File: config.mk
export PLATFORM = sky130hd
export DESIGN_NAME = pwm_start_sequencer_flat
export DESIGN_NICKNAME = d
export VERILOG_FILES = /design/src/rtl/pwm_start_sequencer_if.sv /design/src/rtl/pwm_start_sequencer.sv /design/src/flat_wrapper.sv
export SDC_FILE = /design/constraint.sdc
export NUM_CORES = 1
export LEC_CHECK = 0
export CAP_MARGIN = 20
export CORE_MARGIN = 2
export CORE_UTILIZATION = 55
export CTS_CLUSTER_SIZE = 30
export DETAILED_ROUTE_END_ITERATION = 8
export HOLD_SLACK_MARGIN = 0.05
export PLACE_DENSITY = 0.78
export SLEW_MARGIN = 20
export SYNTH_ARGS = -nofsm -noshare
export SYNTH_HDL_FRONTEND = slang
export SYNTH_SLANG_ARGS = --single-unit
File: constraint.sdc
create_clock -name clock -period 2.79 [get_ports clock]
set_input_delay 0.279 -clock clock [delete_from_list [all_inputs] [get_ports clock]]
set_output_delay 0.279 -clock clock [all_outputs]
set_load 0.005 [all_outputs]
File: src/rtl/pwm_start_sequencer_if.sv
// Control-side bundle for pwm_start_sequencer: start/stop requests, packed
// per-channel delays, and the sequenced enables plus status flags.
interface pwm_start_sequencer_if #(
  parameter int unsigned N_CHANNELS    = 4,
  parameter int unsigned COUNTER_WIDTH = 16
);
  logic                                start;
  logic                                stop;
  logic [N_CHANNELS*COUNTER_WIDTH-1:0] delay;
  logic [N_CHANNELS-1:0]               channel_enable;
  logic                                busy;
  logic                                running;
  logic                                done;

  modport master (
    output start, stop, delay,
    input  channel_enable, busy, running, done
  );

  modport slave (
    input  start, stop, delay,
    output channel_enable, busy, running, done
  );
endinterface

File: src/rtl/pwm_start_sequencer.sv
// Releases N PWM channel enables at latched offsets from one start request,
// using a single shared elapsed counter. Define PWM_SEQ_REVERSE_STOP_EN for
// staggered reverse-order shutdown from RUN; otherwise stop is immediate.
module pwm_start_sequencer #(
  parameter int unsigned N_CHANNELS    = 4,
  parameter int unsigned COUNTER_WIDTH = 16
) (
  input logic                 clock,
  input logic                 reset,
  pwm_start_sequencer_if.slave bus
);

  localparam int unsigned N = N_CHANNELS;
  localparam int unsigned W = COUNTER_WIDTH;

  typedef enum logic [2:0] {
    ST_IDLE,
    ST_ARM,
    ST_SEQUENCE,
    ST_RUN
`ifdef PWM_SEQ_REVERSE_STOP_EN
    , ST_STOPPING
`endif
  } state_t;

  state_t         state;
  logic [W-1:0]   shadow [N];
  logic [W-1:0]   elapsed;
  logic [W-1:0]   max_delay;
  logic [N-1:0]   enable_q;
  logic           busy_q;
  logic           running_q;
  logic           done_q;

  logic [W-1:0]   delay_max;
  logic [N-1:0]   start_hit;
  logic           at_max;

  always_comb begin
    delay_max = '0;
    for (int unsigned i = 0; i < N; i++) begin
      if (bus.delay[i*W +: W] > delay_max) begin
        delay_max = bus.delay[i*W +: W];
      end
    end
  end

  always_comb begin
    start_hit = '0;
    for (int unsigned i = 0; i < N; i++) begin
      start_hit[i] = (elapsed == shadow[i]);
    end
  end

  assign at_max = (elapsed == max_delay);

`ifdef PWM_SEQ_REVERSE_STOP_EN
  logic [N-1:0] stop_hit;

  // Mirror of the start schedule: the largest offset is released first.
  always_comb begin
    stop_hit = '0;
    for (int unsigned i = 0; i < N; i++) begin
      stop_hit[i] = (elapsed == (max_delay - shadow[i]));
    end
  end
`endif

  always_ff @(posedge clock or negedge reset) begin
    if (!reset) begin
      state     <= ST_IDLE;
      elapsed   <= '0;
      max_delay <= '0;
      enable_q  <= '0;
      busy_q    <= 1'b0;
      running_q <= 1'b0;
      done_q    <= 1'b0;
      for (int unsigned i = 0; i < N; i++) begin
        shadow[i] <= '0;
      end
    end else begin
      done_q <= 1'b0;
      case (state)
        ST_IDLE: begin
          if (bus.start) begin
            state  <= ST_ARM;
            busy_q <= 1'b1;
          end
        end

        ST_ARM: begin
          if (bus.stop) begin
            state    <= ST_IDLE;
            busy_q   <= 1'b0;
            enable_q <= '0;
          end else begin
            for (int unsigned i = 0; i < N; i++) begin
              shadow[i] <= bus.delay[i*W +: W];
            end
            max_delay <= delay_max;
            elapsed   <= '0;
            state     <= ST_SEQUENCE;
          end
        end

        ST_SEQUENCE: begin
          if (bus.stop) begin
            state    <= ST_IDLE;
            busy_q   <= 1'b0;
            enable_q <= '0;
          end else if (at_max) begin
            // Counter parks at max_delay, so a full-scale offset never wraps.
            enable_q  <= '1;
            done_q    <= 1'b1;
            running_q <= 1'b1;
            busy_q    <= 1'b0;
            state     <= ST_RUN;
          end else begin
            enable_q <= enable_q | start_hit;
            elapsed  <= elapsed + 1'b1;
          end
        end

        ST_RUN: begin
          if (bus.stop) begin
            running_q <= 1'b0;
`ifdef PWM_SEQ_REVERSE_STOP_EN
            state     <= ST_STOPPING;
            busy_q    <= 1'b1;
            elapsed   <= '0;
`else
            state     <= ST_IDLE;
            enable_q  <= '0;
`endif
          end
        end

`ifdef PWM_SEQ_REVERSE_STOP_EN
        ST_STOPPING: begin
          if (at_max) begin
            state    <= ST_IDLE;
            busy_q   <= 1'b0;
            enable_q <= '0;
          end else begin
            enable_q <= enable_q & ~stop_hit;
            elapsed  <= elapsed + 1'b1;
          end
        end
`endif

        default: begin
          state     <= ST_IDLE;
          enable_q  <= '0;
          busy_q    <= 1'b0;
          running_q <= 1'b0;
        end
      endcase
    end
  end

  assign bus.channel_enable = enable_q;
  assign bus.busy           = busy_q;
  assign bus.running        = running_q;
  assign bus.done           = done_q;

  a_run_all_enabled: assert property (@(posedge clock) disable iff (!reset)
    bus.running |-> (&bus.channel_enable));
  a_busy_run_exclusive: assert property (@(posedge clock) disable iff (!reset)
    !(bus.busy && bus.running));
  a_done_in_run: assert property (@(posedge clock) disable iff (!reset)
    bus.done |-> bus.running);

endmodule

File: src/flat_wrapper.sv
// flat-port wrapper written by rule: the top's interface ports become plain ports
module pwm_start_sequencer_flat 
#(
  parameter int unsigned N_CHANNELS    = 4,
  parameter int unsigned COUNTER_WIDTH = 16
)
  (clock, reset, bus_start, bus_stop, bus_delay, bus_channel_enable, bus_busy, bus_running, bus_done);
  pwm_start_sequencer_if #(.N_CHANNELS(N_CHANNELS), .COUNTER_WIDTH(COUNTER_WIDTH)) bus_i ();
  input logic clock;
  input logic reset;
  input wire logic [$bits(bus_i.start)-1:0] bus_start;
  input wire logic [$bits(bus_i.stop)-1:0] bus_stop;
  input wire logic [$bits(bus_i.delay)-1:0] bus_delay;
  output wire logic [$bits(bus_i.channel_enable)-1:0] bus_channel_enable;
  output wire logic [$bits(bus_i.busy)-1:0] bus_busy;
  output wire logic [$bits(bus_i.running)-1:0] bus_running;
  output wire logic [$bits(bus_i.done)-1:0] bus_done;
  assign bus_i.start = bus_start;
  assign bus_i.stop = bus_stop;
  assign bus_i.delay = bus_delay;
  assign bus_channel_enable = bus_i.channel_enable;
  assign bus_busy = bus_i.busy;
  assign bus_running = bus_i.running;
  assign bus_done = bus_i.done;
  pwm_start_sequencer #(.N_CHANNELS(N_CHANNELS), .COUNTER_WIDTH(COUNTER_WIDTH)) u_core (.clock(clock), .reset(reset), .bus(bus_i));
endmodule
# Yosys cells after proc, flatten, opt, wreduce, memory -nomap -nowiden
# Cells that the tools add are included.
# word_totals
register_bits,106
latch_bits,0
ram_bits,0
mem_bits_ro,0
in_bits,68
output_inout_bits,7
word_cells,77
n_memories,0
# classes
add_sub_neg,1
multipliers,0
div_mod_pow,0
order_cmp,4
eq_ne,17
n_shift,0
muxes,29
n_bitwise,5
reduce_logical,10
# ops
op,count
$mux W16,7
$eq A16 B16 Y1,5
$gt A16 B16 Y1,3
$pmux W16 S2,1
$add A16 B1 Y16 const B,1
$gt A16 B1 Y1 const B,1
$mux W3,4
$mux W4,3
$ne A2 B2 Y1 const B,6
$pmux W3 S4,1
$pmux W4 S3,1
$reduce_and A4 Y1,3
$mux W1,9
$eq A3 B2 Y1 const B,2
$ne A2 B1 Y1 const B,2
$not A1 Y1,4
$or A4 B4 Y4,1
$pmux W1 S4,1
$reduce_and A2 Y1,2
$reduce_or A2 Y1,2
$eq A3 B1 Y1 const B,1
$logic_not A3 Y1,1
$ne A3 B2 Y1 const B,1
$pmux W1 S3,1
other kinds (3),3

# Longest topological paths before layout
# Gate-level depths: netlist of the first run.
# depth
ltp_word,8
mapped_depth,30
ltp_nobuf,27

# Worst setup path after synthesis of the first run
# OpenSTA, ideal clock, no wires.
# synth_timing
path_type,input to register
startpoint,input bus_delay[13]
endpoint,register u_core.max_delay[5]
setup_time_ns,0.082
arrival_time_ns,6.122
t_required_ns,2.708
setup_slack_ns,-3.414
cell_stages,29
n_path_buf,3
path_cell_list,inv_1 > ha_1 > a211oi_2 > nor2_1 > a311o_1 > or3_4 > nand2_1 > buf_2 > mux2_2 > inv_1 > ha_1 > nand4_1 > o21bai_1 > a211o_1 > a2111oi_4 > a21oi_1 > a31oi_4 > nand2_4 > buf_6 > mux2i_1 > ha_1 > and2_1 > and4_1 > nand4_1 > a221o_1 > a21oi_1 > clkbuf_1 > a21oi_1 > a31oi_1
# synth_via
elab_chain_len,8
# synth_rtl
element,line_no,rtl
from (decl),flat_wrapper.sv:13,input wire logic [$bits(bus_i.delay)-1:0] bus_delay;
$gt A16 B1 Y1,pwm_start_sequencer.sv:42,if (bus.delay[i*W +: W] > delay_max) begin
$mux W16 *,pwm_start_sequencer.sv:42,
$gt A16 B16 Y1,pwm_start_sequencer.sv:42,
$mux W16 *,pwm_start_sequencer.sv:42,
$gt A16 B16 Y1,pwm_start_sequencer.sv:42,
$mux W16 *,pwm_start_sequencer.sv:42,
$gt A16 B16 Y1,pwm_start_sequencer.sv:42,
$mux W16 *,pwm_start_sequencer.sv:42,
to (signal assigned),pwm_start_sequencer.sv:100,max_delay <= delay_max;
to (decl),pwm_start_sequencer.sv:29,logic [W-1:0] max_delay;
# Every way passes the cells marked *; elsewhere a longest branch is shown, timed or not.
# A chain may end at the register's enable or synchronous reset.

# Final worst setup path of the first run
# layout_timing
startpoint,input bus_delay[29]
endpoint,register u_core.max_delay[4]
# layout_via
elab_chain_len,6
# layout_rtl
element,line_no
$gt A16 B16 Y1,pwm_start_sequencer.sv:42
$mux W16 *,pwm_start_sequencer.sv:42
$gt A16 B16 Y1,pwm_start_sequencer.sv:42
$mux W16 *,pwm_start_sequencer.sv:42
$gt A16 B16 Y1,pwm_start_sequencer.sv:42
$mux W16 *,pwm_start_sequencer.sv:42
# Marks and branches as above.

==> results.cfg, run 1 <==
[detailed_routing]
wirelength_um = 24500
avgRoutedWirePerCell_um = 20.5
drt_iter0_drc = 854
detail-route-antenna-nets = 0
drc = 0
vias_per_cell = 5.90
dr_total_vias = 7043
drtPass1Iterations = 7

[synth]
synth_nets = 930
synth-main-ff-cell = dfrtp_1
syn_avg_cell_area_um2 = 8.63
ys_ff_latch = 105
ys_warn_count = 0
syn_area_um2 = 7020
synth_cell_type_count = 51
synth_top_area_share = 0.374
synth_edf_count = 0
synth_cells = 814
synth_common_cells = 177 x nand2_1, 105 x dfrtp_1, 79 x xnor2_1
yosysSeqAreaShare = 0.374
yosys.area.top_type = dfrtp_1
synth_area_leaders = dfrtp_1 37%, xnor2_1 9.9%, nand2_1 9.5%
synth_async_sr_flop_share = 1.00
synthMostInstantiatedCell = nand2_1

[global_routing]
overflow = 0
grt_usage = 0.365
grt_pass1_wl_um = 37300
grt_max_degree = 101
grt_pass1_vias = 7013
antenna_found_initial = 0

[critical_path]
critical_path.slowest_cell = a2111oi_4
reg2reg_to = u_core.elapsed[13]
reg2reg_slack_ns = 0.34
max_stage_delay_ns = 0.40
cp-start-kind = input port
timing.rr.start = u_core.elapsed[5]
reg2reg_depth = 8
critPathKind = in -> reg
crit_fanout = 8
startpoint = bus_delay[29]
worstSetupEndpointType = flip-flop
required_ns = 3.06
crit_arrival_ns = 6.00

[pwr]
powerDensity_nw_per_um2 = 645
p_clk_frac = 0.183
p_sw_frac = 0.370
p_int_mw = 4.00
power.leakage_nw = 4.53
power_mw = 6.35
seqPwrFrac = 0.385
p_switching_mw = 2.35
p_comb_frac = 0.433
max-vdd-ir-drop_mv = 0.388

[floorplan]
die_h_um = 117
die_x_um = 117
core_um2 = 12500
dieArea_um2 = 13700
initial_utilization = 0.561
io_pins = 75
rows = 41

[timing]
fin_ws_ns = -2.94
slew_violations = 0
tightest_slew_ns = 0.852
rsz0062_at_grt = true
slew_headroom = 0.432
hold_viol = 0
fmax_ghz = 0.174
whs_ns = 0.0239
fin_crit_ns = 5.73
finalSetupViolCount = 16
finalCritPeriodShare = 2.05
skew_ns = 0.00772

[status]
violations = negative setup slack
outcome = complete, but fails checks

[layout]
antennaDiodeCount = 0
areaGrowthSynthToFinish_pct = 40.2
layout.nets = 1134
nFillCells = 849
drive_above_1_share = 0.304
stdcell_count = 1194

[clocking]
cts_buffers = 9
insertion_delay_ns = 0.36
postCtsHoldBufs = 0
cts_buffer_depth = 2
cts-root-buf = clkbuf_16
clock_sinks = 105
cts_max_level = 3
cts_tree = done
clk_pin_slew_worst_paths_ns = 0.07

[run]
maxCapViolCount = 0

[placement]
dp.cells = 1137
port_buffers = 74
dp_hpwl_um = 17700
place_congestion = 1.02

[hold_path]
hold_path.class = in -> async
cell usage in the layout (no fill, tap or decap), types with 4 or more instances in the layout:
| cell type | synthesis | routed |
|---|---|---|
| clkdlybuf4s50_1 | 0 | 41 |
| nor3_1 | 12 | 12 |
| nor2_1 | 47 | 45 |
| nand4_1 | 37 | 37 |
| buf_6 | 1 | 7 |
| ha_4 | 0 | 17 |
| ha_1 | 48 | 30 |
| mux2_2 | 15 | 11 |
| xnor2_1 | 79 | 79 |
| clkbuf_16 | 0 | 10 |
| a31oi_1 | 15 | 15 |
| buf_12 | 0 | 6 |
| inv_1 | 38 | 19 |
| mux2i_1 | 14 | 14 |
| mux2_4 | 1 | 5 |
| o21ai_0 | 37 | 33 |
| a21o_1 | 8 | 8 |
| a21oi_2 | 0 | 13 |
| nand3_1 | 17 | 16 |
| o211ai_1 | 15 | 15 |
| buf_2 | 16 | 8 |
| nand2_1 | 177 | 172 |
| xor2_1 | 14 | 14 |
| clkbuf_2 | 0 | 7 |
| a21oi_1 | 37 | 21 |
| dfrtp_1 | 105 | 105 |
| buf_4 | 1 | 158 |
| clkinv_2 | 0 | 4 |
| inv_2 | 0 | 16 |
stage by stage:
stage	setup TNS (ns)	utilization	instance area, um^2	setup WS (ns)
finish	-46.53	0.787	9850	-2.94
floorplan	-45.37	-	7190	-2.84
global route	-48.92	0.787	9850	-3.16
global placement	-55.28	0.710	8880	-3.47
CTS	-44.96	0.773	9680	-2.88
detailed placement	-58.92	0.710	8880	-3.72
worst max path at each step:
stage | to | slack (ns) | cells past startpoint
2_1_floorplan | u_core.max_delay[1] | -2.84 | 28
3_3_place_gp | u_core.max_delay[8] | -3.47 | 29
3_5_place_dp | u_core.max_delay[12] | -3.72 | 27
4_1_cts | u_core.max_delay[4] | -2.88 | 30
5_1_grt | u_core.max_delay[7] | -3.16 | 28
6_report | u_core.max_delay[4] | -2.94 | 29
cells by family after synthesis:
group                      after synthesis  synth area share
AOI/OAI and AO/OA                      136             0.127
and+or+nand+nor                        314             0.198
muxes                                   31            0.0481
adders and majority gates               48            0.0855
buffers and inverters                   87            0.0510
xor gates and xnor gates                93             0.116
DFF                                    105             0.374
sequential cells by signal (all words and copies together), names as in the netlist:
signal and count:
u_core.elapsed 16, u_core.shadow 64, u_core.bus.running 1, u_core.state 2, u_core.bus.busy 1, u_core.max_delay 16, u_core.bus.done 1, u_core.bus.channel_enable 4
worst max-delay path: cells and delay by family:
family | cells | cell delay [ns]
buf+inv | 5 | 0.60
compound gates | 12 | 2.59
fa+ha+maj | 3 | 0.76
simple gates | 7 | 1.29
mux | 2 | 0.47
power by group through the flow:
stage | logic (mW) | clock network, mW | registers (mW)
2_1_floorplan | 1.64 | 0 | 2.31
3_3_place_gp | 2.27 | 0 | 2.43
3_5_place_dp | 2.36 | 0 | 2.45
4_1_cts | 2.65 | 1.16 | 2.42
5_1_grt | 2.99 | 1.23 | 2.48
6_report | 2.75 | 1.16 | 2.44
what timing repair did:
action,CTS,global route
endpoints found under the setup margin,16,16
pin swaps,58,51
buffers inserted,30,10
gates resized for setup,141,51
gates cloned,3,1
cell type report:
class	count	area, um^2	area share
Clock inverter	6	36.3	0.00369
Inverter	38	153	0.0155
Sequential cell	105	2630	0.267
Timing Repair Buffer	241	2060	0.209
Multi-Input combinational cell	623	4530	0.460
Clock buffer	9	225	0.0229
Tap cell	172	215	0.0219
per-layer routing:
metal,wire [um],global-route usage
met3,2380,0.0808
met4,1140,0.159
met2,11200,0.576
met1,9810,0.487
met5,0,0
Note: power is estimated with default switching activity, not from simulation.
==> run 2, diff against run 1 <==
--- a/config.mk
+++ b/config.mk
@@ -12,6 +12,7 @@
 export DETAILED_ROUTE_END_ITERATION = 8
 export HOLD_SLACK_MARGIN = 0.05
 export PLACE_DENSITY = 0.78
+export REMOVE_ABC_BUFFERS = 1
 export SLEW_MARGIN = 20
 export SYNTH_ARGS = -nofsm -noshare
 export SYNTH_HDL_FRONTEND = slang
==> results.cfg, run 2 (synthesized netlist as in run 1, its figures left out) <==
[critical_path]
critical_path.slowest_cell = or3_4
max_stage_delay_ns = 0.42
required_ns = 3.07
startpoint = bus_delay[8]
crit_top_cell = buf_4
crit_fanout = 7
cp-start-kind = input port
worstSetupEndpointType = flip-flop
crit_arrival_ns = 6.13
timing.rr.start = u_core.elapsed[3]
critPathKind = in -> reg

[timing]
finalCritPeriodShare = 2.10
fin_ws_ns = -3.06
fmax_ghz = 0.171
slew_violations = 0
tightest_slew_ns = 0.666
fin_crit_ns = 5.85
finalSetupViolCount = 16
slew_headroom = 0.556
setup_tns_ns = -48.48
skew_ns = 0.00797
whs_ns = 0.194
rsz0062_at_grt = true
hold_viol = 0

[layout]
reg_top3 = u_core.shadow x64, u_core.elapsed x16, u_core.max_delay x16
largest_reg_flops = 64
drive_above_1_share = 0.309
final_core_utilization = 0.796
final_common_cell = nand2_1
areaGrowthSynthToFinish_pct = 41.8
regMostFlops = u_core.shadow
layout.nets = 1150
antennaDiodeCount = 0
layout_common_cells = 173 x nand2_1, 169 x buf_4, 105 x dfrtp_1

[placement]
dp_hpwl_um = 18400
place_congestion = 1.00
port_buffers = 74

[pwr]
max-vdd-ir-drop_mv = 0.360
powerDensity_nw_per_um2 = 676
power_mw = 6.73
power.leakage_nw = 4.61

[run]
maxCapViolCount = 0

[global_routing]
grt_pass1_vias = 7294
overflow = 0
grt_usage = 0.392
grt_pass1_wl_um = 39700
grt_max_degree = 53
antenna_found_initial = 0

[status]
violations = negative setup slack
outcome = complete, but fails checks

[detailed_routing]
wirelength_um = 26400
drc = 0
detail-route-antenna-nets = 0
drt_iter0_drc = 816
dr_total_vias = 7384
drtPass1Iterations = 6
avgRoutedWirePerCell_um = 21.8
vias_per_cell = 6.10

[hold_path]
hold_path.class = in -> reg
min_from = bus_delay[28]

[floorplan]
die_h_um = 117
io_pins = 75
initial_utilization = 0.561
dieArea_um2 = 13700
core_um2 = 12500
rows = 41
die_x_um = 117

[clocking]
cts_tree = done
insertion_delay_ns = 0.37
cts_max_level = 3
cts-root-buf = clkbuf_16
cts_buffers = 9
clk_pin_slew_worst_paths_ns = 0.07
clock_sinks = 105
cts_buffer_depth = 2
## run 2: layout make-up
type                    instances  area [um^2]
flip-flops and latches        105         2630
clock buffers                  10          239
multi-input cells             622         4450
clock inverters                 6         72.6
inverters                      38          153
repair buffers                258         2200
fillers                       847         2560
well taps                     172          215
## run 2: repair_timing
item / CTS / global route
resized for setup: 188 / 21
cloned: 3 / 0
endpoints found under the hold margin: 41 / 0
setup endpoints to repair: 16 / 16
pin swaps: 69 / 22
buffers inserted: 42 / 8
hold buffers: 1 / 0
## run 2: worst paths after layout
check | slack (ns) | depth (start not counted) | end
max in group asynchronous | 1.46 | 3 | u_core.elapsed[14]
worst max register to register | 0.49 | 8 | u_core.elapsed[12]
worst min register to register | 0.51 | 2 | u_core.shadow[19]
worst min-delay path | 0.19 | 3 | u_core.shadow[44]
min in group asynchronous | 0.47 | 2 | u_core.shadow[61]
worst max-delay path | -3.06 | 31 | u_core.max_delay[0]
## run 2: metrics by stage
step	instances	area [um^2]	setup WS (ns)
after floorplan	765	6810	-3.84
after global placement	1142	8780	-3.60
after detailed placement	1142	8780	-3.84
after CTS	1203	9890	-2.63
after global routing	1211	9960	-3.20
final	1211	9960	-3.06
## run 2: metal layers
metal	GRT usage	vias to the layer above	wire, um
met5	0	-	0
met4	0.204	0	1590
met3	0.0875	138	2840
met2	0.618	511	12000
met1	0.507	3514	9910
li1	-	3221	-
## run 2: where the power goes
part	leakage [nW]	internal, mW	switching, mW	total, mW
Combinational	3.15	1.46	1.45	2.91
Sequential	1.31	2.01	0.453	2.46
Clock	0.155	0.734	0.624	1.36
Total	4.61	4.20	2.53	6.73
## run 2: worst max-delay path, delay by kind of cell
kind                     cells  cell delay, ns
AO/OA/AOI/OAI                6            1.30
AND/OR/NAND/NOR              9            1.78
adder cells (fa/ha/maj)      3            0.63
buffers and inverters       10            1.29
multiplexers                 3            0.84
==> run 3, diff against run 2 <==
--- a/config.mk
+++ b/config.mk
@@ -6,7 +6,7 @@
 export NUM_CORES = 1
 export LEC_CHECK = 0
 export CAP_MARGIN = 20
-export CORE_MARGIN = 2
+export CORE_MARGIN = 4
 export CORE_UTILIZATION = 55
 export CTS_CLUSTER_SIZE = 30
 export DETAILED_ROUTE_END_ITERATION = 8
==> constraint.sdc (replaced) <==
create_clock -name clock -period 7.43 [get_ports clock]
set_input_delay 0.743 -clock clock [delete_from_list [all_inputs] [get_ports clock]]
set_output_delay 0.743 -clock clock [all_outputs]
set_load 0.02 [all_outputs]
==> results.cfg, run 3 (synthesized netlist as in run 1, its figures left out) <==
[run]
maxCapViolCount = 0

[layout]
antennaDiodeCount = 0
regMostFlops = u_core.shadow
reg_top3 = u_core.shadow x64, u_core.elapsed x16, u_core.max_delay x16
nFillCells = 1062
layout_common_cells = 176 x nand2_1, 105 x dfrtp_1, 79 x xnor2_1
largest_reg_flops = 64
areaGrowthSynthToFinish_pct = 16.6
final_common_cell = nand2_1
drive_above_1_share = 0.0713
layout.nets = 981

[timing]
fin_ws_ns = 0.324
tightest_slew_ns = 0.833
hold_viol = 0
whs_ns = 0.389
fin_crit_ns = 7.11
fmax_ghz = 0.141
slew_headroom = 0.445
skew_ns = 0.00754
slew_violations = 0
finalCritPeriodShare = 0.956
finalSetupViolCount = 0
setup_tns_ns = 0

[floorplan]
die_h_um = 121
dieArea_um2 = 14600
initial_utilization = 0.559
core_um2 = 12600
die_x_um = 121
rows = 41
io_pins = 75

[clocking]
cts_buffers = 9
post_cts_buffers = 0
cts_tree = done
insertion_delay_ns = 0.36
clock_sinks = 105
cts_max_level = 3
cts-root-buf = clkbuf_16
cts_buffer_depth = 2
clk_pin_slew_worst_paths_ns = 0.07

[pwr]
p_sw_frac = 0.378
p_comb_frac = 0.365
power_mw = 2.19
power.leakage_nw = 3.66
seqPwrFrac = 0.426
p_switching_mw = 0.827
powerDensity_nw_per_um2 = 268
max-vdd-ir-drop_mv = 0.176
p_clk_frac = 0.209
p_int_mw = 1.36

[detailed_routing]
detail-route-antenna-nets = 0
wl_met3_um = 1400
wl_met2_um = 9990
drtPass1Iterations = 5
vias_per_cell = 5.93
wirelength_um = 20900
drc = 0
dr_total_vias = 6180
drt_iter0_drc = 664
routed.top_layer = met4
avgRoutedWirePerCell_um = 20.0
wl_met1_um = 8700

[critical_path]
required_ns = 7.70
worstSetupEndpointType = flip-flop
critical_path.slowest_cell = clkdlybuf4s50_1
reg2reg_depth = 9
cp-start-kind = input port
crit_fanout = 20
crit_top_cell = ha_1
critPathKind = in -> reg
max_stage_delay_ns = 0.49
crit_arrival_ns = 7.38

[placement]
dp_hpwl_um = 15500
dpl_worst_slack_ns = -0.0643
place_congestion = 0.917
port_buffers = 74

[global_routing]
overflow = 0
grt_usage = 0.298
grt_max_degree = 103
grt_pass1_wl_um = 33400
grt_pass1_vias = 6161
antenna_found_initial = 0

[status]
outcome = completed

[hold_path]
hold_path.class = in -> async
## run 3: cell types whose count changed in the layout (fill, tap and decap cells not counted), sizes merged
cell and delta:
clkdlybuf4s50 +32, buf -184, dlygate4sd3 -1, bufinv -1, dlygate4sd2 -7, clkbuf -3
clkinv -1, clkdlybuf4s15 -4
## run 3: worst max-delay path: cells and delay by family
| family | cells | cell delay (ns) |
|---|---|---|
| and+or+nand+nor | 10 | 2.35 |
| muxes | 3 | 0.94 |
| buffers and inverters | 5 | 1.07 |
| adders and majority gates | 3 | 0.73 |
| AOI/OAI and AO/OA | 8 | 1.52 |
## run 3: worst paths after layout
path / start / endpoint / slack [ns]
setup / recovery: bus_delay[13] / u_core.max_delay[11] / 0.32
min in group clock: u_core.shadow[19] / u_core.shadow[19] / 0.50
hold reg to reg: u_core.shadow[19] / u_core.shadow[19] / 0.50
hold / removal: reset / u_core.shadow[36] / 0.39
setup reg to reg: u_core.elapsed[1] / u_core.elapsed[15] / 4.71
max in group asynchronous: reset / u_core.shadow[18] / 5.85
## run 3: cell type report
cell class,instances,area [um^2],share of cell area
multi-input combinational,622,4060,0.496
sequential,105,2630,0.321
inverter,38,143,0.0174
clock buffer,12,236,0.0289
clock inverter,4,33.8,0.00413
tap,172,215,0.0263
timing repair buffer,89,871,0.106
## run 3: per-stage QoR
stage,cell area (um^2),utilization,cells
2_1_floorplan,6810,-,765
3_3_place_gp,7880,0.627,1025
3_5_place_dp,7880,0.627,1025
4_1_cts,8150,0.648,1041
5_1_grt,8190,0.651,1042
6_report,8190,0.651,1042
## run 3: power by group through the flow
stage / logic (mW) / clock network [mW] / registers [mW]
2_1_floorplan: 0.552 / 0 / 0.884
3_3_place_gp: 0.762 / 0 / 0.930
3_5_place_dp: 0.786 / 0 / 0.940
4_1_cts: 0.791 / 0.466 / 0.929
5_1_grt: 0.890 / 0.490 / 0.950
6_report: 0.800 / 0.458 / 0.933
## run 3: timing repair
action	CTS	global route
setup endpoints to repair	0	14
resized for setup	0	3
hold buffers	0	0
hold endpoints to repair	0	0
## run 3: metal layers
layer / up-vias / track usage
li1: 2875 / -
met1: 2993 / 0.403
met2: 261 / 0.476
met3: 51 / 0.0545
met4: 0 / 0.120
met5: - / 0
